===== src/rtl/ctrl_xfer_unit_if.sv =====
// ctrl_xfer_unit_if: execute-stage control-transfer bundle.
// Master drives the op, slave returns registered results and RAS state.
interface ctrl_xfer_unit_if #(
   parameter int XLEN = 32
);
   logic            in_valid;
   logic            flush;
   logic [1:0]      op;
   logic [2:0]      funct3;
   logic [XLEN-1:0] pc;
   logic [XLEN-1:0] imm;
   logic [XLEN-1:0] rs1_val;
   logic [XLEN-1:0] rs2_val;
   logic [4:0]      rd_idx;
   logic [4:0]      rs1_idx;
   logic            out_valid;
   logic            rd_we;
   logic [XLEN-1:0] rd_val;
   logic            redirect;
   logic [XLEN-1:0] redirect_pc;
   logic            misalign_exc;
   logic            ras_hit;
   logic [XLEN-1:0] ras_top;
   logic            ras_empty;

   modport master (
      output in_valid, flush, op, funct3, pc, imm,
      output rs1_val, rs2_val, rd_idx, rs1_idx,
      input  out_valid, rd_we, rd_val, redirect,
      input  redirect_pc, misalign_exc, ras_hit,
      input  ras_top, ras_empty
   );

   modport slave (
      input  in_valid, flush, op, funct3, pc, imm,
      input  rs1_val, rs2_val, rd_idx, rs1_idx,
      output out_valid, rd_we, rd_val, redirect,
      output redirect_pc, misalign_exc, ras_hit,
      output ras_top, ras_empty
   );
endinterface


===== src/rtl/ctrl_xfer_unit.sv =====
// ctrl_xfer_unit: resolves JAL/JALR/branches with one-cycle registered
// results and keeps a circular return-address stack for fetch.
module ctrl_xfer_unit #(
   parameter int XLEN      = 32,
   parameter int RAS_DEPTH = 8
) (
   input logic             clk,
   input logic             rst,
   ctrl_xfer_unit_if.slave bus
);

   localparam int PW = (RAS_DEPTH > 1) ? $clog2(RAS_DEPTH) : 1;
   localparam int CW = $clog2(RAS_DEPTH + 1);
   localparam logic [CW-1:0] FULL = CW'(RAS_DEPTH);

   typedef enum logic [1:0] {
      OP_NONE = 2'b00,
      OP_JAL  = 2'b01,
      OP_JALR = 2'b10,
      OP_BR   = 2'b11
   } op_e;

   op_e             op;
   logic            accept;
   logic [XLEN-1:0] sum_pc;
   logic [XLEN-1:0] sum_rs1;
   logic [XLEN-1:0] tgt;
   logic [XLEN-1:0] link_addr;
   logic            taken;
   logic            jump;
   logic            exc;
   logic            ok;
   logic            rd_link;
   logic            rs1_link;

   logic            push_req;
   logic            pop_req;
   logic            ovw_req;

   logic [XLEN-1:0] mem_q [RAS_DEPTH];
   logic [PW-1:0]   top_q, top_d;
   logic [CW-1:0]   cnt_q, cnt_d;
   logic            wr_en;
   logic [PW-1:0]   wr_idx;
   logic [XLEN-1:0] top_val;
   logic            empty;

   logic            out_valid_q, out_valid_d;
   logic            rd_we_q, rd_we_d;
   logic [XLEN-1:0] rd_val_q, rd_val_d;
   logic            redirect_q, redirect_d;
   logic [XLEN-1:0] redirect_pc_q, redirect_pc_d;
   logic            misalign_q, misalign_d;
   logic            ras_hit_q, ras_hit_d;

   assign op        = op_e'(bus.op);
   assign accept    = bus.in_valid & ~bus.flush;
   assign link_addr = bus.pc + XLEN'(4);
   assign rd_link   = (bus.rd_idx == 5'd1) | (bus.rd_idx == 5'd5);
   assign rs1_link  = (bus.rs1_idx == 5'd1) | (bus.rs1_idx == 5'd5);
   assign top_val   = mem_q[top_q];
   assign empty     = (cnt_q == '0);

   // Target addresses; JALR clears bit 0 of the sum.
   always_comb begin
      sum_pc  = bus.pc + bus.imm;
      sum_rs1 = bus.rs1_val + bus.imm;
      tgt     = sum_pc;
      if (op == OP_JALR) begin
         tgt = sum_rs1 & {{(XLEN-1){1'b1}}, 1'b0};
      end
   end

   // Branch condition; reserved encodings never take.
   always_comb begin
      taken = 1'b0;
      case (bus.funct3)
         3'b000: taken = (bus.rs1_val == bus.rs2_val);
         3'b001: taken = (bus.rs1_val != bus.rs2_val);
         3'b100: taken = ($signed(bus.rs1_val) < $signed(bus.rs2_val));
         3'b101: taken = ($signed(bus.rs1_val) >= $signed(bus.rs2_val));
         3'b110: taken = (bus.rs1_val < bus.rs2_val);
         3'b111: taken = (bus.rs1_val >= bus.rs2_val);
         default: taken = 1'b0;
      endcase
   end

   // Redirect decision and alignment fault.
   always_comb begin
      jump = 1'b0;
      case (op)
         OP_JAL, OP_JALR: jump = 1'b1;
         OP_BR:           jump = taken;
         default:         jump = 1'b0;
      endcase
      exc = jump & (tgt[1:0] != 2'b00);
      ok  = accept & ~exc;
   end

   // Classify the stack action from link-register usage.
   always_comb begin
      push_req = 1'b0;
      pop_req  = 1'b0;
      ovw_req  = 1'b0;
      if (ok) begin
         case (op)
            OP_JAL: push_req = rd_link;
            OP_JALR: begin
               if (rd_link && rs1_link) begin
                  if (bus.rd_idx == bus.rs1_idx) push_req = 1'b1;
                  else                            ovw_req  = 1'b1;
               end else if (rd_link) begin
                  push_req = 1'b1;
               end else if (rs1_link) begin
                  pop_req = 1'b1;
               end
            end
            default: ;
         endcase
      end
   end

   // Stack pointer/count update; overwrite on empty degrades to push.
   always_comb begin
      top_d     = top_q;
      cnt_d     = cnt_q;
      wr_en     = 1'b0;
      wr_idx    = top_q;
      ras_hit_d = 1'b0;
      if ((pop_req | ovw_req) && !empty && (top_val == tgt)) begin
         ras_hit_d = 1'b1;
      end
      if (push_req || (ovw_req && empty)) begin
         top_d  = top_q + PW'(1);
         wr_idx = top_q + PW'(1);
         wr_en  = 1'b1;
         if (cnt_q != FULL) begin
            cnt_d = cnt_q + CW'(1);
         end
      end else if (pop_req && !empty) begin
         top_d = top_q - PW'(1);
         cnt_d = cnt_q - CW'(1);
      end else if (ovw_req) begin
         wr_en = 1'b1;
      end
   end

   // Next values of the registered result bundle.
   always_comb begin
      out_valid_d   = 1'b0;
      rd_we_d       = 1'b0;
      rd_val_d      = '0;
      redirect_d    = 1'b0;
      redirect_pc_d = '0;
      misalign_d    = 1'b0;
      if (accept) begin
         out_valid_d = 1'b1;
         if (op == OP_JAL || op == OP_JALR) begin
            rd_val_d = link_addr;
         end
         if (jump) begin
            redirect_pc_d = tgt;
            if (exc) begin
               misalign_d = 1'b1;
            end else begin
               redirect_d = 1'b1;
               rd_we_d    = (op != OP_BR);
            end
         end
      end
   end

   // Result registers, cleared by reset.
   always_ff @(posedge clk) begin
      if (rst) begin
         out_valid_q   <= 1'b0;
         rd_we_q       <= 1'b0;
         rd_val_q      <= '0;
         redirect_q    <= 1'b0;
         redirect_pc_q <= '0;
         misalign_q    <= 1'b0;
         ras_hit_q     <= 1'b0;
      end else begin
         out_valid_q   <= out_valid_d;
         rd_we_q       <= rd_we_d;
         rd_val_q      <= rd_val_d;
         redirect_q    <= redirect_d;
         redirect_pc_q <= redirect_pc_d;
         misalign_q    <= misalign_d;
         ras_hit_q     <= ras_hit_d;
      end
   end

   // Stack pointer and occupancy.
   always_ff @(posedge clk) begin
      if (rst) begin
         top_q <= '0;
         cnt_q <= '0;
      end else begin
         top_q <= top_d;
         cnt_q <= cnt_d;
      end
   end

   // Stack storage; validity is tracked by cnt_q, so no reset needed.
   always_ff @(posedge clk) begin
      if (!rst && wr_en) begin
         mem_q[wr_idx] <= link_addr;
      end
   end

   assign bus.out_valid    = out_valid_q;
   assign bus.rd_we        = rd_we_q;
   assign bus.rd_val       = rd_val_q;
   assign bus.redirect     = redirect_q;
   assign bus.redirect_pc  = redirect_pc_q;
   assign bus.misalign_exc = misalign_q;
   assign bus.ras_hit      = ras_hit_q;
   assign bus.ras_top      = empty ? '0 : top_val;
   assign bus.ras_empty    = empty;

endmodule


===== src/flat_wrapper.sv =====
// flat-port wrapper written by rule: the top's interface ports become plain ports
module ctrl_xfer_unit_flat 
#(
   parameter int XLEN      = 32,
   parameter int RAS_DEPTH = 8
)
  (clk, rst, bus_in_valid, bus_flush, bus_op, bus_funct3, bus_pc, bus_imm, bus_rs1_val, bus_rs2_val, bus_rd_idx, bus_rs1_idx, bus_out_valid, bus_rd_we, bus_rd_val, bus_redirect, bus_redirect_pc, bus_misalign_exc, bus_ras_hit, bus_ras_top, bus_ras_empty);
  ctrl_xfer_unit_if #(.XLEN(XLEN)) bus_i ();
  input logic clk;
  input logic rst;
  input wire logic [$bits(bus_i.in_valid)-1:0] bus_in_valid;
  input wire logic [$bits(bus_i.flush)-1:0] bus_flush;
  input wire logic [$bits(bus_i.op)-1:0] bus_op;
  input wire logic [$bits(bus_i.funct3)-1:0] bus_funct3;
  input wire logic [$bits(bus_i.pc)-1:0] bus_pc;
  input wire logic [$bits(bus_i.imm)-1:0] bus_imm;
  input wire logic [$bits(bus_i.rs1_val)-1:0] bus_rs1_val;
  input wire logic [$bits(bus_i.rs2_val)-1:0] bus_rs2_val;
  input wire logic [$bits(bus_i.rd_idx)-1:0] bus_rd_idx;
  input wire logic [$bits(bus_i.rs1_idx)-1:0] bus_rs1_idx;
  output wire logic [$bits(bus_i.out_valid)-1:0] bus_out_valid;
  output wire logic [$bits(bus_i.rd_we)-1:0] bus_rd_we;
  output wire logic [$bits(bus_i.rd_val)-1:0] bus_rd_val;
  output wire logic [$bits(bus_i.redirect)-1:0] bus_redirect;
  output wire logic [$bits(bus_i.redirect_pc)-1:0] bus_redirect_pc;
  output wire logic [$bits(bus_i.misalign_exc)-1:0] bus_misalign_exc;
  output wire logic [$bits(bus_i.ras_hit)-1:0] bus_ras_hit;
  output wire logic [$bits(bus_i.ras_top)-1:0] bus_ras_top;
  output wire logic [$bits(bus_i.ras_empty)-1:0] bus_ras_empty;
  assign bus_i.in_valid = bus_in_valid;
  assign bus_i.flush = bus_flush;
  assign bus_i.op = bus_op;
  assign bus_i.funct3 = bus_funct3;
  assign bus_i.pc = bus_pc;
  assign bus_i.imm = bus_imm;
  assign bus_i.rs1_val = bus_rs1_val;
  assign bus_i.rs2_val = bus_rs2_val;
  assign bus_i.rd_idx = bus_rd_idx;
  assign bus_i.rs1_idx = bus_rs1_idx;
  assign bus_out_valid = bus_i.out_valid;
  assign bus_rd_we = bus_i.rd_we;
  assign bus_rd_val = bus_i.rd_val;
  assign bus_redirect = bus_i.redirect;
  assign bus_redirect_pc = bus_i.redirect_pc;
  assign bus_misalign_exc = bus_i.misalign_exc;
  assign bus_ras_hit = bus_i.ras_hit;
  assign bus_ras_top = bus_i.ras_top;
  assign bus_ras_empty = bus_i.ras_empty;
  ctrl_xfer_unit #(.XLEN(XLEN), .RAS_DEPTH(RAS_DEPTH)) u_core (.clk(clk), .rst(rst), .bus(bus_i));
endmodule

===== config.mk =====
export PLATFORM = sky130hd
export DESIGN_NAME = ctrl_xfer_unit_flat
export DESIGN_NICKNAME = d
export VERILOG_FILES = /design/src/rtl/ctrl_xfer_unit_if.sv /design/src/rtl/ctrl_xfer_unit.sv /design/src/flat_wrapper.sv
export SDC_FILE = /design/constraint.sdc
export NUM_CORES = 1
export LEC_CHECK = 0
export ABC_AREA = 1
export CORE_UTILIZATION = 23
export DETAILED_ROUTE_END_ITERATION = 10
export PLACE_DENSITY_LB_ADDON = 0.25
export SLEW_MARGIN = 20
export SYNTH_ARGS = -nofsm -noshare
export SYNTH_HDL_FRONTEND = slang
export SYNTH_SLANG_ARGS = --single-unit

===== constraint.sdc =====
create_clock -name clk -period 15.6 [get_ports clk]
set_input_delay 4.68 -clock clk [delete_from_list [all_inputs] [get_ports clk]]
set_output_delay 4.68 -clock clk [all_outputs]
set_load 0.03 [all_outputs]

==> run summary <==
critical-path cell list = inv_2, buf_4, o21ai_0, o22ai_1, inv_1, o21ai_1, inv_1, nor2_1, clkdlybuf4s50_1
GRT overflow = 0
area leader, netlist = edfxtp_1
placed cells = 3442
layout filler cell count = 8540
cells taking the most area after synthesis = edfxtp_1, dfxtp_1, nand2_1, ha_1, nor2_1
fin crit share = 58.2%
Setup Skew = 0.0212 ns
FP Rows = 104
WP buf/inv = 5
TritonRoute pass-1 iters = 6
total vias in the final route = 16000
drt drc = 0
Initial DRC Count = 1155
RD Place Congestion = 0.887
Lkg Pwr = 9.47 nW
Synth cell types = 52
top cell type's share of synthesized area = 41.2%
post-place setup slack = 6.41 ns
vias in the first global route = 15800
post-CTS setup buffers = 0
vias per cell = 4.57
Post-synth EDFFs = 256
top post-synthesis cells by count = nand2_1, nor2_1, edfxtp_1, inv_1, o21ai_0
average size of a mapped cell = 8.55 sq um
max_cap viols = 0
Min Clock Period, post-route = 9.08 ns
TritonCTS Buffers = 35
Crit path largest cell delay = 0.81 ns
post-synth design cell area = 18700 sq um
Clock Tree Root = clkbuf_16
Worst path top cell family by delay = buffers and inverters
register area share after synthesis = 49.7%
Hold WC Path Type = flop to flop
CP max-delay cell = buf_4
Clk pin slew, worst setup/hold paths = 0.07 ns
Relative slew margins = 24.6%
cts hold-fix bufs = 0
Syn. warnings = 0
critical path class = flop to output pin
Hold Crit Start = u_core.top_q[0]$_SDFFE_PP0N_
# resized after CTS = 0
WHS = 0.509 ns
post-route setup TNS = 0 ns
PnR worst setup slack = 6.52 ns
Syn-to-layout area delta = 26.5%
H-tree Lvls = 2
final count of hold timing violations = 0
CP endpoint kind = output pin
drt total wl = 67.7 mm
Synth Flop Type = edfxtp_1
Pins Over Slew Limit = 0
I/O pin count = 249
asr flop ratio synth = 0%
initial antenna violation count = 1
Initial Util = 23.2%
port bufs = 248
Die Span Y = 287 microns
area of the multi-input gates = 8190 sq um
status = complete, no violations
crit path DAT = 4.40 ns
fmax = 0.110 GHz
most common cell in the synthesized netlist = nand2_1
clk sink count = 335
Syn Nets = 2435
die outline width = 287 microns
first-pass GRT wire length = 99.6 mm
remaining antenna violation count after routing = 0
CTS tree = yes
RSZ-0062 raised after global routing = no
CP dominant cell by count = inv_1
clk buf depth = 3
share of layout cells above drive strength 1 = 5.52%
slew at the pin closest to its max-slew limit = 1.12 ns
Crit path required time = 10.92 ns
# setup viols final = 0
pin count of the biggest net entering global routing = 84
DIE AREA = 82300 sq um
startpoint types = flop
Mapped Cells = 2181
Routed WL per cell = 19.3 microns
GRT Util Overall = 16.1%
nets = 2673
Skew-Pair Late Insertion Delay = 0.53 ns
power per cell area = 93.0 nW/um^2
Yosys reg bits = 335
Peak VDD IR = 0.0000616 V
core area = 80400 sq um
dpl hpwl = 50.4 mm
flip-flop and latch area = 9270 sq um
critical path fanouts, max = 83
post-route insts no fill = 3507
## kinds of logic after synthesis
group	count (synthesis)	share of synthesized area (%)
buffers and inverters	322	6.61
multiplexers	4	0.215
AO/OA/AOI/OAI	462	13.4
flip-flops	335	49.7
XOR/XNOR	48	2.25
adder cells (fa/ha/maj)	107	7.30
AND/OR/NAND/NOR	903	20.5
## per-layer routing
metal / share of wire (%) / global-route usage [%] / vias up
met2: 43 / 24.9 / 481
met5: 0.010 / 0 / -
met4: 1.6 / 3.14 / 2
li1: - / - / 7903
met1: 48 / 22.7 / 7583
met3: 7.5 / 3.85 / 74
## power breakdown
group | internal [mW] | switching (mW)
sequential | 0.963 | 0.00211
combinational | 0.121 | 0.212
clock | 0.537 | 0.359
## flip-flops by register name, indices dropped and copies added, names as in the netlist, named ones only
name and flops:
u_core.top_q 3, u_core.bus.redirect 1, u_core.bus.misalign_exc 1, u_core.bus.rd_we 1, u_core.bus.rd_val 32, u_core.mem_q 256, u_core.bus.ras_hit 1, u_core.cnt_q 4
u_core.bus.redirect_pc 32, u_core.bus.out_valid 1
## worst paths after layout
kind / end / slack [ns] / cells past startpoint
worst max-delay path: bus_ras_top[16] / 6.52 / 9
worst min-delay path: u_core.top_q[0]$_SDFFE_PP0N_ / 0.51 / 2
worst min register to register: u_core.top_q[0]$_SDFFE_PP0N_ / 0.51 / 2
worst max register to register: u_core.bus.ras_hit$_SDFF_PP0_ / 11.20 / 15
## stage by stage
stage / util, % / power (mW) / instance area (sq um)
finish: 29.4 / 2.19 / 23600
detailed placement: 27.8 / 1.31 / 22400
global placement: 27.8 / 1.31 / 22400
floorplan: - / 1.18 / 18700
CTS: 29.3 / 2.21 / 23600
global route: 29.3 / 2.28 / 23600
## cell usage in the layout, fill, tap and decap left out, types with 31 or more instances in the layout
| cell | instances |
|---|---|
| nand2_1 | 369 |
| nor2_1 | 334 |
| edfxtp_1 | 256 |
| clkdlybuf4s50_1 | 248 |
| inv_1 | 234 |
| o21ai_0 | 168 |
| a21oi_1 | 133 |
| ha_1 | 104 |
| nand3_1 | 83 |
| dfxtp_1 | 78 |
| o21ai_1 | 58 |
| o22ai_1 | 53 |
| clkbuf_16 | 36 |
| xor2_1 | 33 |
| nor3_1 | 31 |
## area by class of cell
type | count | share of cell area (%)
diodes | 1 | 0.0106
clock buffers | 45 | 4.20
clock inverters | 19 | 1.03
inverters | 260 | 4.15
multi-input cells | 1524 | 34.7
flip-flops and latches | 335 | 39.3
well taps | 1060 | 5.62
repair buffers | 263 | 11.0
## tightest hold or removal path: stages, from the launching register on
cell,delay [ns]
dfxtp_1,0.32
nand2_1,0.06
a21oi_1,0.07
(Power assumes the default switching activity.)
